**config.mk**
```make
export PLATFORM = sky130hd
export DESIGN_NAME = vga_scan_gen
export DESIGN_NICKNAME = d
export VERILOG_FILES = /design/src/rtl/vga_pkg.sv /design/src/rtl/scan_counter.sv /design/src/rtl/vga_scan_gen.sv
export SDC_FILE = /design/constraint.sdc
export NUM_CORES = 1
export LEC_CHECK = 0
export ABC_AREA = 1
export ABC_CLOCK_PERIOD_IN_PS = 3150
export BUFFER_PORTS_ARGS = -buffer_cell sky130_fd_sc_hd__buf_2
export CAP_MARGIN = 40
export CORE_MARGIN = 3
export CORE_UTILIZATION = 35
export CTS_CLUSTER_SIZE = 14
export DETAILED_ROUTE_END_ITERATION = 8
export REMOVE_ABC_BUFFERS = 1
export SLEW_MARGIN = 20
export SYNTH_ARGS = -nofsm -noshare
export SYNTH_HDL_FRONTEND = slang
export SYNTH_SLANG_ARGS = --single-unit
```
**constraint.sdc**
```tcl
create_clock -name Clk -period 3.15 [get_ports Clk]
set_clock_uncertainty 0.2 [all_clocks]
set_input_delay 0.315 -clock Clk [delete_from_list [all_inputs] [get_ports Clk]]
set_output_delay 0.315 -clock Clk [all_outputs]
set_load 0.01 [all_outputs]
```
**src/rtl/vga_pkg.sv**
```systemverilog
// rtl/vga_pkg.sv - default 640x480@60 timing, derived constants and coordinate type
package vga_pkg;

  localparam int COORD_W = 10;
  typedef logic [COORD_W-1:0] coord_t;

  localparam int H_VISIBLE_DEF = 640;
  localparam int H_FRONT_DEF   = 16;
  localparam int H_SYNC_DEF    = 96;
  localparam int H_BACK_DEF    = 48;
  localparam int V_VISIBLE_DEF = 480;
  localparam int V_FRONT_DEF   = 10;
  localparam int V_SYNC_DEF    = 2;
  localparam int V_BACK_DEF    = 33;

  localparam int H_TOTAL_DEF  = H_VISIBLE_DEF + H_FRONT_DEF + H_SYNC_DEF + H_BACK_DEF;
  localparam int V_TOTAL_DEF  = V_VISIBLE_DEF + V_FRONT_DEF + V_SYNC_DEF + V_BACK_DEF;
  localparam int HS_START_DEF = H_VISIBLE_DEF + H_FRONT_DEF;
  localparam int HS_END_DEF   = HS_START_DEF + H_SYNC_DEF - 1;
  localparam int VS_START_DEF = V_VISIBLE_DEF + V_FRONT_DEF;
  localparam int VS_END_DEF   = VS_START_DEF + V_SYNC_DEF - 1;

  // Inclusive window test, used for the active-low sync pulses.
  function automatic logic in_window(coord_t v, int lo, int hi);
    return (int'(v) >= lo) && (int'(v) <= hi);
  endfunction

endpackage

```
**src/rtl/scan_counter.sv**
```systemverilog
// rtl/scan_counter.sv - modulo counter with enable and wrap carry
// count_next exposes the value being loaded so callers can register decodes of it.
module scan_counter
  import vga_pkg::*;
#(
  parameter int MODULUS = H_TOTAL_DEF
) (
  input  logic   clk,
  input  logic   rst,
  input  logic   en,
  output coord_t count,
  output coord_t count_next,
  output logic   carry
);

  localparam coord_t LAST = coord_t'(MODULUS - 1);

  coord_t count_q, count_d;

  always_comb begin
    carry   = en && (count_q == LAST);
    count_d = count_q;
    if (en) begin
      count_d = carry ? '0 : count_q + 1'b1;
    end
  end

  always_ff @(posedge clk) begin
    if (rst) begin
      count_q <= '0;
    end else begin
      count_q <= count_d;
    end
  end

  assign count      = count_q;
  assign count_next = count_d;

endmodule

```
**src/rtl/vga_scan_gen.sv**
```systemverilog
// rtl/vga_scan_gen.sv - VGA raster scan generator with blanked DAC drive and frame tick
// Optional VGA_RGB_REG_EN: registered colour with sync/blank delayed one pixel to match.
module vga_scan_gen
  import vga_pkg::*;
#(
  parameter int H_VISIBLE = H_VISIBLE_DEF,
  parameter int H_FRONT   = H_FRONT_DEF,
  parameter int H_SYNC    = H_SYNC_DEF,
  parameter int H_BACK    = H_BACK_DEF,
  parameter int V_VISIBLE = V_VISIBLE_DEF,
  parameter int V_FRONT   = V_FRONT_DEF,
  parameter int V_SYNC    = V_SYNC_DEF,
  parameter int V_BACK    = V_BACK_DEF
) (
  input  logic       Clk,
  input  logic       Reset,
  input  logic [7:0] Red_in,
  input  logic [7:0] Green_in,
  input  logic [7:0] Blue_in,
  output logic [9:0] DrawX,
  output logic [9:0] DrawY,
  output logic       VGA_CLK,
  output logic       VGA_HS,
  output logic       VGA_VS,
  output logic       VGA_BLANK_N,
  output logic       VGA_SYNC_N,
  output logic [7:0] VGA_R,
  output logic [7:0] VGA_G,
  output logic [7:0] VGA_B,
  output logic       frame_start
);

  localparam int H_TOTAL  = H_VISIBLE + H_FRONT + H_SYNC + H_BACK;
  localparam int V_TOTAL  = V_VISIBLE + V_FRONT + V_SYNC + V_BACK;
  localparam int HS_START = H_VISIBLE + H_FRONT;
  localparam int HS_END   = HS_START + H_SYNC - 1;
  localparam int VS_START = V_VISIBLE + V_FRONT;
  localparam int VS_END   = VS_START + V_SYNC - 1;
  localparam coord_t H_VIS_C = coord_t'(H_VISIBLE);
  localparam coord_t V_VIS_C = coord_t'(V_VISIBLE);

  logic   pix_en_q, pix_en_d;
  logic   hs_q, hs_d, vs_q, vs_d, blank_n_q, blank_n_d;
  logic   frame_start_q, frame_start_d;
  coord_t hc, hc_next, vc, vc_next;
  logic   h_carry, v_carry;

  scan_counter #(.MODULUS(H_TOTAL)) u_h_cnt (
    .clk       (Clk),
    .rst       (Reset),
    .en        (pix_en_q),
    .count     (hc),
    .count_next(hc_next),
    .carry     (h_carry)
  );

  scan_counter #(.MODULUS(V_TOTAL)) u_v_cnt (
    .clk       (Clk),
    .rst       (Reset),
    .en        (h_carry),
    .count     (vc),
    .count_next(vc_next),
    .carry     (v_carry)
  );

  // Decode from the values being loaded so sync/blank land with DrawX/DrawY.
  always_comb begin
    pix_en_d      = ~pix_en_q;
    hs_d          = ~in_window(hc_next, HS_START, HS_END);
    vs_d          = ~in_window(vc_next, VS_START, VS_END);
    blank_n_d     = (hc_next < H_VIS_C) && (vc_next < V_VIS_C);
    frame_start_d = h_carry && !v_carry && (vc_next == V_VIS_C);
  end

  always_ff @(posedge Clk) begin
    if (Reset) begin
      pix_en_q      <= 1'b0;
      hs_q          <= 1'b1;
      vs_q          <= 1'b1;
      blank_n_q     <= 1'b0;
      frame_start_q <= 1'b0;
    end else begin
      pix_en_q      <= pix_en_d;
      hs_q          <= hs_d;
      vs_q          <= vs_d;
      blank_n_q     <= blank_n_d;
      frame_start_q <= frame_start_d;
    end
  end

  assign DrawX       = hc;
  assign DrawY       = vc;
  assign VGA_CLK     = pix_en_q;
  assign VGA_SYNC_N  = 1'b0;
  assign frame_start = frame_start_q;

`ifdef VGA_RGB_REG_EN
  logic       hs_dly_q, hs_dly_d, vs_dly_q, vs_dly_d, blank_dly_q, blank_dly_d;
  logic [7:0] r_q, r_d, g_q, g_d, b_q, b_d;

  // Capture on advance edges: colour of the pixel just shown, with its own sync/blank.
  always_comb begin
    hs_dly_d    = hs_dly_q;
    vs_dly_d    = vs_dly_q;
    blank_dly_d = blank_dly_q;
    r_d         = r_q;
    g_d         = g_q;
    b_d         = b_q;
    if (pix_en_q) begin
      hs_dly_d    = hs_q;
      vs_dly_d    = vs_q;
      blank_dly_d = blank_n_q;
      r_d         = blank_n_q ? Red_in   : 8'd0;
      g_d         = blank_n_q ? Green_in : 8'd0;
      b_d         = blank_n_q ? Blue_in  : 8'd0;
    end
  end

  always_ff @(posedge Clk) begin
    if (Reset) begin
      hs_dly_q    <= 1'b1;
      vs_dly_q    <= 1'b1;
      blank_dly_q <= 1'b0;
      r_q         <= 8'd0;
      g_q         <= 8'd0;
      b_q         <= 8'd0;
    end else begin
      hs_dly_q    <= hs_dly_d;
      vs_dly_q    <= vs_dly_d;
      blank_dly_q <= blank_dly_d;
      r_q         <= r_d;
      g_q         <= g_d;
      b_q         <= b_d;
    end
  end

  assign VGA_HS      = hs_dly_q;
  assign VGA_VS      = vs_dly_q;
  assign VGA_BLANK_N = blank_dly_q;
  assign VGA_R       = r_q;
  assign VGA_G       = g_q;
  assign VGA_B       = b_q;
`else
  assign VGA_HS      = hs_q;
  assign VGA_VS      = vs_q;
  assign VGA_BLANK_N = blank_n_q;
  assign VGA_R       = blank_n_q ? Red_in   : 8'd0;
  assign VGA_G       = blank_n_q ? Green_in : 8'd0;
  assign VGA_B       = blank_n_q ? Blue_in  : 8'd0;
`endif

endmodule

```
==> impl_metrics.yaml, run 1 <==
sta:
  setup_viol: 0
  fmax_mhz: 495
  final-hold-violation-count: 0
  worst_pin_slew_ps: 751
  fin_crit_sh_pct: 64.2
  min_period_ps: 2020
  hold_ws_ps: 228
  drv_slew: 0
  slew_headroom_pct: 49.9
  rsz0062_at_grt: "false"
  finalSetupTns_ps: 0
place:
  port_buffers: 74
  dp_hpwl_mm: 3.46
  place_area_mm2: 0.00210
  gp_congestion: 0.842
worst_setup_path:
  cp-start-kind: "flip-flop"
  worstPathMaxFanout: 10
  end_kind: "flip-flop"
  critical_path_arrival_ps: 2040
  r2r_cells: 11
  rrSetupSlack_ps: 1130
  path_class: "reg2reg"
  worstPathRequired_ps: 3170
route:
  vias: 1844
  vias_per_cell: 4.54
  drtAntennaViolNets: 0
  drcViolationCount: 0
  drt_wl_total_mm: 4.35
  first_iter_violations: 35
  post_drt_wl_per_cell_um: 10.7
  first_pass_iters: 4
cells_and_area:
  final_net_count: 384
  stdcell_area_mm2: 0.00215
  antenna_cells: 0
  final_cell_mix: "nand2_1 (80), buf_2 (74), inv_1 (56), nor2_1 (38), dfxtp_1 (25)"
  synthToLayoutAreaGrowth_pct: 26.5
  drive_gt1_share_pct: 28.5
  final_common_cell: "nand2_1"
  fin_util_pct: 47.7
die:
  fp.dieH_um: 75.7
  dieWidth_um: 75.7
  num_rows: 24
  io_pins: 76
  initial_core_util_pct: 37.7
  core_mm2: 0.00450
  fp.dieArea_mm2: 0.00572
clock_network:
  cts_tree: "done"
  post_cts_buffers: 0
  clk_pin_slew_ps: 90
  clkLatencyLatePin_ps: 270
  htreeDepth: 1
  numClockSinks: 25
  ctsHoldBuffers: 0
  cts_resized: 0
  cts_root_buf: "clkbuf_8"
  clockBufferDepth: 2
  numCtsBuffers: 3
power:
  p_leak_nw: 1.29
  p_per_area_mw_per_mm2: 278
  finalPower_mw: 0.597
  ir_drop_mv: 0.162
synthesis:
  yosysSeqAreaShare_pct: 29.5
  synth_cells: 282
  synth.distinct_cells: 29
  netlist_area_mm2: 0.00170
  yosys-top-cells-area: "dfxtp_1 (29%), nand2_1 (18%), inv_1 (12%)"
  synth_largest_area_cell: "dfxtp_1"
  syn_area_per_cell_um2: 6.02
  yosys_warnings: 0
  synth-seq-cells: 25
  synth.top_cell.area_share_pct: 29.5
min_path:
  hold_class: "in2reg"
  hold_path_depth: 2
global_route:
  grtUsageMet2_pct: 26.0
  grt_pass1_vias: 1538
  use_met3_pct: 1.72
  grt-busiest-layer: "met2"
  grt_use_total_pct: 15.0
  antenna_found_initial: 0
  grt_max_degree: 26
  grt_pass1_wl_mm: 6.65
  overflow: 0
  grtUsageMet1_pct: 19.2
run:
  maxCapViolations: 0
status:
  outcome: "finished clean"
-- stage by stage --
| stage | instances | worst slack [ps] |
|---|---|---|
| floorplan | 276 | 1280 |
| global placement | 402 | 1200 |
| detailed placement | 402 | 1180 |
| CTS | 406 | 1150 |
| global route | 406 | 912 |
| finish | 406 | 1130 |
-- power breakdown --
part	internal (mW)	leakage, nW	switching, mW
Sequential	0.319	0.202	0.00945
Combinational	0.0327	1.07	0.0380
Clock	0.0907	0.0228	0.107
-- worst paths after layout --
| path | startpoint | end |
|---|---|---|
| worst max-delay path | u_h_cnt.count[0] | frame_start |
| worst min-delay path | Reset | u_v_cnt.count[1] |
| worst max register to register | u_h_cnt.count[0] | frame_start |
| worst min register to register | u_h_cnt.count[1] | u_h_cnt.count[1] |
-- synth_stat cells --
cell type and number:
a21oi_1 3, o21ai_0 5, nor2_8 1, nor3_1 6, nand2_2 4, inv_2 3, o21bai_1 1, nand3_1 19
nand4_1 7, nand2_4 1, o21ai_1 1, dfxtp_1 25, nand2_1 80, o21bai_2 1, nor2_4 2, buf_4 2
a21o_1 1, o21a_1 1, nor2_2 8, inv_1 56, nand3_2 3, ha_1 3, xor2_1 3, conb_1 1
nand3b_1 1, nor2_1 38, clkbuf_1 4, nand3_4 1, clkinv_1 1
-- worst max-delay path, cell delays in order, from the launching register on --
cell and delay [ps]:
dfxtp_1 400, ha_1 210, nand2_2 100, nor2_4 140
nand2_4 80, nor2_8 190, nand2_1 90, xor2_1 200
clkinv_1 120, nor2_1 110, nand2_1 60, nor2_1 70
-- sequential cells by signal (all words and copies together) (netlist names) --
name / flops
VGA_HS: 1
VGA_VS: 1
u_h_cnt.count: 10
u_v_cnt.count: 10
VGA_CLK: 1
frame_start: 1
VGA_BLANK_N: 1
-- area by class of cell --
| cell class | instances | area (µm²) |
|---|---|---|
| Clock buffer | 4 | 45.0 |
| Inverter | 60 | 225 |
| Tap cell | 52 | 65.1 |
| Timing Repair Buffer | 74 | 370 |
| Sequential cell | 25 | 500 |
| Multi-Input combinational cell | 191 | 942 |
| Fill cell | 485 | 2360 |
-- routing by layer --
metal,wire length [µm],vias up
met5,0,-
met4,59,0
met3,366,6
met1,2050,773
li1,-,985
met2,1880,80
-- cells by family (layout without fill, tap and decap cells) --
family / Yosys count / in the layout / synth area share [%]
buffers and inverters: 66 / 138 / 15.0
other: 1 / 1 / 0.221
AOI/OAI and AO/OA: 13 / 13 / 4.64
DFF: 25 / 25 / 29.5
xor gates and xnor gates: 3 / 3 / 1.55
adders and majority gates: 3 / 3 / 2.21
and+or+nand+nor: 171 / 171 / 46.9
Power figures use the tool's default switching activity.
==> inputs of run 2 (changes only) <==
ABC_CLOCK_PERIOD_IN_PS = 1600   (was 3150)
clock period = 1.6 ns   (was 3.15 ns; I/O delays follow)
==> run 2 against run 1 <==
The run now ends with setup timing left. Sequential share of layout area shrank 4.9 points. Worst hold slack improved by 150 ps. Via count is 18% higher. Fmax grew 9.6%. Combinational power increased by 140%. Count of clock-buffer cells in the layout is 1 lower. First-iteration DRC count grew to 2.9 times the previous value.
==> impl_metrics.yaml, run 2 (synthesized netlist as in run 1, its figures left out) <==
power:
  p_leak_nw: 1.64
  p_sw_share_pct: 26.6
  p_seq_share_pct: 52.9
  pwr-share-comb_pct: 14.4
  p_sw_mw: 0.321
  ir_drop_mv: 0.372
  power.share.clock_pct: 32.7
  finalPower_mw: 1.21
  power.internal_mw: 0.885
  p_per_area_mw_per_mm2: 434
worst_setup_path:
  cp-start-kind: "flip-flop"
  end_kind: "flip-flop"
  r2r_cells: 10
  path_class: "reg2reg"
  crit_slowest_cell: "dfxtp_2"
  critical_path_arrival_ps: 1830
  cp.buffers_inverters: 0
  worstPathRequired_ps: 1580
  crit_path_cell_trace: "ha_4, nand2_4, nor2_4, nand3_4, o21bai_4, nand2_2, nor2_2, nand3_2, nand2_1, nor2_2"
  slowest_delay_ps: 360
  crit_path_frequent_cell: "nor2_2"
  crit_family: "simple AND/OR/NAND/NOR gates"
  crit_cells: 10
  worstPathMaxFanout: 7
global_route:
  antenna_found_initial: 0
  grt_max_degree: 26
  overflow: 0
  grt_pass1_vias: 1867
  grt_pass1_wl_mm: 7.87
  grt_use_total_pct: 17.5
die:
  core_mm2: 0.00450
  dieWidth_um: 75.7
  io_pins: 76
  initial_core_util_pct: 37.7
  fp.dieArea_mm2: 0.00572
  num_rows: 24
  fp.dieH_um: 75.7
min_path:
  hold_path_depth: 2
  hold_class: "reg2reg"
run:
  maxCapViolations: 0
status:
  outcome: "complete, but fails checks"
  failed_checks: "setup timing"
clock_network:
  clk_pin_slew_ps: 100
  htreeDepth: 1
  cts_tree: "done"
  clockBufferDepth: 2
  numClockSinks: 25
  cts_root_buf: "clkbuf_8"
  clkLatencyLatePin_ps: 270
  numCtsBuffers: 3
route:
  vias_per_cell: 4.70
  vias: 2180
  first_iter_violations: 102
  drtAntennaViolNets: 0
  drcViolationCount: 0
  post_drt_wl_per_cell_um: 11.5
  first_pass_iters: 4
  drt_wl_total_mm: 5.33
cells_and_area:
  final_cell_mix: "buf_2 (74), nand2_1 (70), inv_1 (55), buf_4 (48), nor2_1 (31)"
  final_common_cell: "buf_2"
  synthToLayoutAreaGrowth_pct: 63.8
  fin_cells: 464
  fill_cells: 394
  drive_gt1_share_pct: 48.1
  final_net_count: 442
  antenna_cells: 0
place:
  port_buffers: 74
  dp_hpwl_mm: 3.84
  gp_congestion: 0.850
  pre_cts_ws_ps: -294
  dp.cells: 445
sta:
  setup_viol: 15
  fin_crit_sh_pct: 115
  fmax_mhz: 542
  drv_slew: 0
  min_period_ps: 1840
  final-hold-violation-count: 0
  rsz0062_at_grt: "true"
  setup_slack_ps: -244
-- run 2: cell types whose count changed in the layout (fill, tap and decap cells not counted), moves of 4 or more --
| cell | previous run | this run |
|---|---|---|
| nand2_2 | 4 | 11 |
| buf_6 | 0 | 8 |
| buf_4 | 0 | 48 |
| nor2_1 | 38 | 31 |
| nand2_1 | 80 | 70 |
| nor2_4 | 2 | 7 |
| nor3_1 | 6 | 2 |
| dfxtp_2 | 0 | 10 |
| dfxtp_1 | 25 | 15 |
-- run 2: cell type report --
type / count / area, µm² / area share, %
clock inverter: 1 / 5.00 / 0.180
sequential: 25 / 513 / 18.4
clock buffer: 3 / 41.3 / 1.48
tap: 52 / 65.1 / 2.34
timing repair buffer: 131 / 831 / 29.9
inverter: 60 / 226 / 8.14
multi-input combinational: 192 / 1100 / 39.5
-- run 2: repair_timing --
action	in CTS	in global routing
endpoints found under the setup margin	18	21
hold buffers	1	0
endpoints found under the hold margin	2	0
cloned	1	0
buffers inserted	6	8
gates resized for setup	27	33
pin swaps	14	18
-- run 2: metal layers --
metal,vias to the layer above,share of wire [%],wire length [µm],GRT usage (%)
met1,969,42,2250,21.9
met2,95,48,2570,32.0
met4,0,1.1,57,3.69
li1,1108,-,-,-
met5,-,0,0,0
met3,8,8.5,452,2.11
-- run 2: worst paths after layout --
kind                     from          endpoint  slack (ps)
max          u_h_cnt.count[0]       VGA_BLANK_N        -240
min          u_h_cnt.count[2]  u_h_cnt.count[2]         380
max reg2reg  u_h_cnt.count[0]       VGA_BLANK_N        -240
min reg2reg  u_h_cnt.count[2]  u_h_cnt.count[2]         380
-- run 2: per-stage QoR --
| step | setup TNS [ps] | utilization (%) | area (µm²) | hold slack [ps] |
|---|---|---|---|---|
| floorplan | -1270 | - | 1670 | 31.3 |
| global placement | -1520 | 53.9 | 2430 | 279 |
| detailed placement | -2030 | 53.9 | 2430 | 284 |
| CTS | -796 | 58.3 | 2630 | 378 |
| global route | -3710 | 61.8 | 2780 | 403 |
| finish | -2070 | 61.8 | 2780 | 379 |
-- run 2: power by group through the flow --
stage / clock network [mW] / logic [mW] / registers, mW
global placement: 0 / 0.166 / 0.650
floorplan: 0 / 0.0579 / 0.661
CTS: 0.397 / 0.173 / 0.638
global route: 0.422 / 0.196 / 0.639
finish: 0.395 / 0.173 / 0.638
detailed placement: 0 / 0.167 / 0.650
-- run 2: worst register-to-register path, stage by stage, from the launching register on --
cell      delay [ps]
dfxtp_2          360
ha_4             150
nand2_4           60
nor2_4           190
nand3_4          180
o21bai_4         150
nand2_2           90
nor2_2           120
nand3_2          110
nand2_1          100
nor2_2            40
==> inputs of run 3 (changes only) <==
RECOVER_POWER = 100   (was unset)
==> run 3 against run 2 <==
Final area is 0.14% lower. Count of clock-buffer cells in the layout stayed put. Fmax hardly changed. Die area stayed put. Flip-flop and latch count stayed put. Highest routed layer unchanged. Critical endpoint unchanged. Largest power group unchanged. The flow still finishes with violations (setup timing). Combinational power hardly changed. Via count stayed put. Sequential share of layout area hardly changed. Utilization is 0.083 points lower. Final cell count stayed put.
==> impl_metrics.yaml, run 3 (synthesized netlist as in run 1, its figures left out) <==
worst_setup_path:
  end_kind: "flip-flop"
  worstPathMaxFanout: 7
  worstPathRequired_ps: 1580
  path_class: "reg2reg"
  cp-start-kind: "flip-flop"
  critical_path_arrival_ps: 1830
  reg2reg_from: "u_h_cnt.count[0]"
  slowest_delay_ps: 360
  rrSetupSlack_ps: -240
  crit_path_cell_trace: "ha_4, nand2_4, nor2_4, nand3_4, o21bai_4, nand2_2, nor2_2, nand3_2, nand2_1, nor2_2"
  crit_path_frequent_cell: "nor2_2"
  crit_slowest_cell: "dfxtp_2"
  timing.rr.end: "VGA_BLANK_N"
  r2r_cells: 10
global_route:
  grt_max_degree: 26
  grt_pass1_vias: 1867
  grt_use_total_pct: 17.5
  overflow: 0
  antenna_found_initial: 0
  grt_pass1_wl_mm: 7.87
die:
  initial_core_util_pct: 37.7
  fp.dieH_um: 75.7
  num_rows: 24
  dieWidth_um: 75.7
  fp.dieArea_mm2: 0.00572
  core_mm2: 0.00450
  io_pins: 76
sta:
  fmax_mhz: 542
  fin_crit_sh_pct: 115
  final-hold-violation-count: 0
  finalSetupTns_ps: -2070
  drv_slew: 0
  min_period_ps: 1840
  setup_viol: 15
  rsz0062_at_grt: "true"
  setup_slack_ps: -244
status:
  outcome: "complete, but fails checks"
  failed_checks: "setup timing"
route:
  drtAntennaViolNets: 0
  first_pass_iters: 4
  drcViolationCount: 0
  post_drt_wl_per_cell_um: 11.5
  first_iter_violations: 102
  vias_per_cell: 4.70
  vias: 2180
  drt_wl_total_mm: 5.32
power:
  p_leak_nw: 1.63
  ir_drop_mv: 0.373
  p_per_area_mw_per_mm2: 434
  power.internal_mw: 0.885
  power.share.clock_pct: 32.7
  pwr-share-comb_pct: 14.4
  p_sw_mw: 0.321
  finalPower_mw: 1.21
  p_seq_share_pct: 52.9
  p_sw_share_pct: 26.6
clock_network:
  cts_root_buf: "clkbuf_8"
  numClockSinks: 25
  htreeDepth: 1
  clk_pin_slew_ps: 100
  cts_tree: "done"
  clockBufferDepth: 2
  clkLatencyLatePin_ps: 270
  numCtsBuffers: 3
cells_and_area:
  fill_cells: 391
  antenna_cells: 0
  drive_gt1_share_pct: 47.3
  regArea_um2: 513
  fin_cells: 464
  synthToLayoutAreaGrowth_pct: 63.6
  final_cell_mix: "buf_2 (71), nand2_1 (70), inv_1 (55), buf_4 (48), nor2_1 (31)"
  stdcell_area_mm2: 0.00278
  final_common_cell: "buf_2"
  final_net_count: 442
  multi_input_area_mm2: 0.00110
min_path:
  hold_end: "u_h_cnt.count[2]"
  hold_class: "reg2reg"
  holdCritStartpoint: "u_h_cnt.count[2]"
  hold_path_depth: 2
place:
  dp.cells: 445
  dp_hpwl_mm: 3.84
  place_area_mm2: 0.00243
  gp_congestion: 0.850
  pre_cts_ws_ps: -294
  port_buffers: 74
run:
  maxCapViolations: 0
==> run 3: critical path: cells and delay by family, from the launching register on <==
family | cells | cell delay [ps]
flops | 1 | 360
fa+ha+maj | 1 | 150
compound gates | 1 | 150
simple gates | 8 | 890
==> run 3: how the worst max path moves through the flow <==
stage / end / start / depth (start not counted)
6_report: VGA_BLANK_N / u_h_cnt.count[0] / 10
5_1_grt: VGA_BLANK_N / u_h_cnt.count[0] / 10
4_1_cts: frame_start / u_h_cnt.count[1] / 11
3_5_place_dp: frame_start / u_h_cnt.count[0] / 11
3_3_place_gp: frame_start / u_h_cnt.count[0] / 11
2_1_floorplan: frame_start / u_h_cnt.count[1] / 11
==> run 3: timing repair <==
item                       CTS  global route
hold endpoints to repair     2             0
pin swaps                   14            18
cloned                       1             0
resized for setup           27            33
setup endpoints to repair   18            21
hold buffers                 1             0
setup buffers                6             8
==> run 3: power groups by stage <==
stage	Clock [mW]	Sequential, mW	Combinational (mW)
2_1_floorplan	0	0.661	0.0579
3_3_place_gp	0	0.650	0.166
3_5_place_dp	0	0.650	0.167
4_1_cts	0.397	0.638	0.173
5_1_grt	0.422	0.639	0.196
6_report	0.395	0.638	0.173
==> run 3: per-layer routing <==
| layer | up-vias | global-route usage [%] | part of all wire [%] |
|---|---|---|---|
| met5 | - | 0 | 0 |
| met1 | 969 | 21.9 | 42 |
| met4 | 0 | 3.69 | 1.1 |
| met2 | 95 | 32.0 | 48 |
| met3 | 8 | 2.11 | 8.5 |
| li1 | 1108 | - | - |
==> run 3: metrics by stage <==
stage | utilization [%] | hold slack, ps
after floorplan | - | 31.3
after CTS | 58.3 | 378
after detailed placement | 53.9 | 284
after global routing | 61.7 | 403
after global placement | 53.9 | 279
final | 61.7 | 379
==> run 3: cell type report <==
class | count | area share [%]
Inverter | 60 | 8.15
Tap cell | 52 | 2.34
Multi-Input combinational cell | 192 | 39.6
Clock buffer | 3 | 1.49
Clock inverter | 1 | 0.180
Sequential cell | 25 | 18.5
Timing Repair Buffer | 131 | 29.8
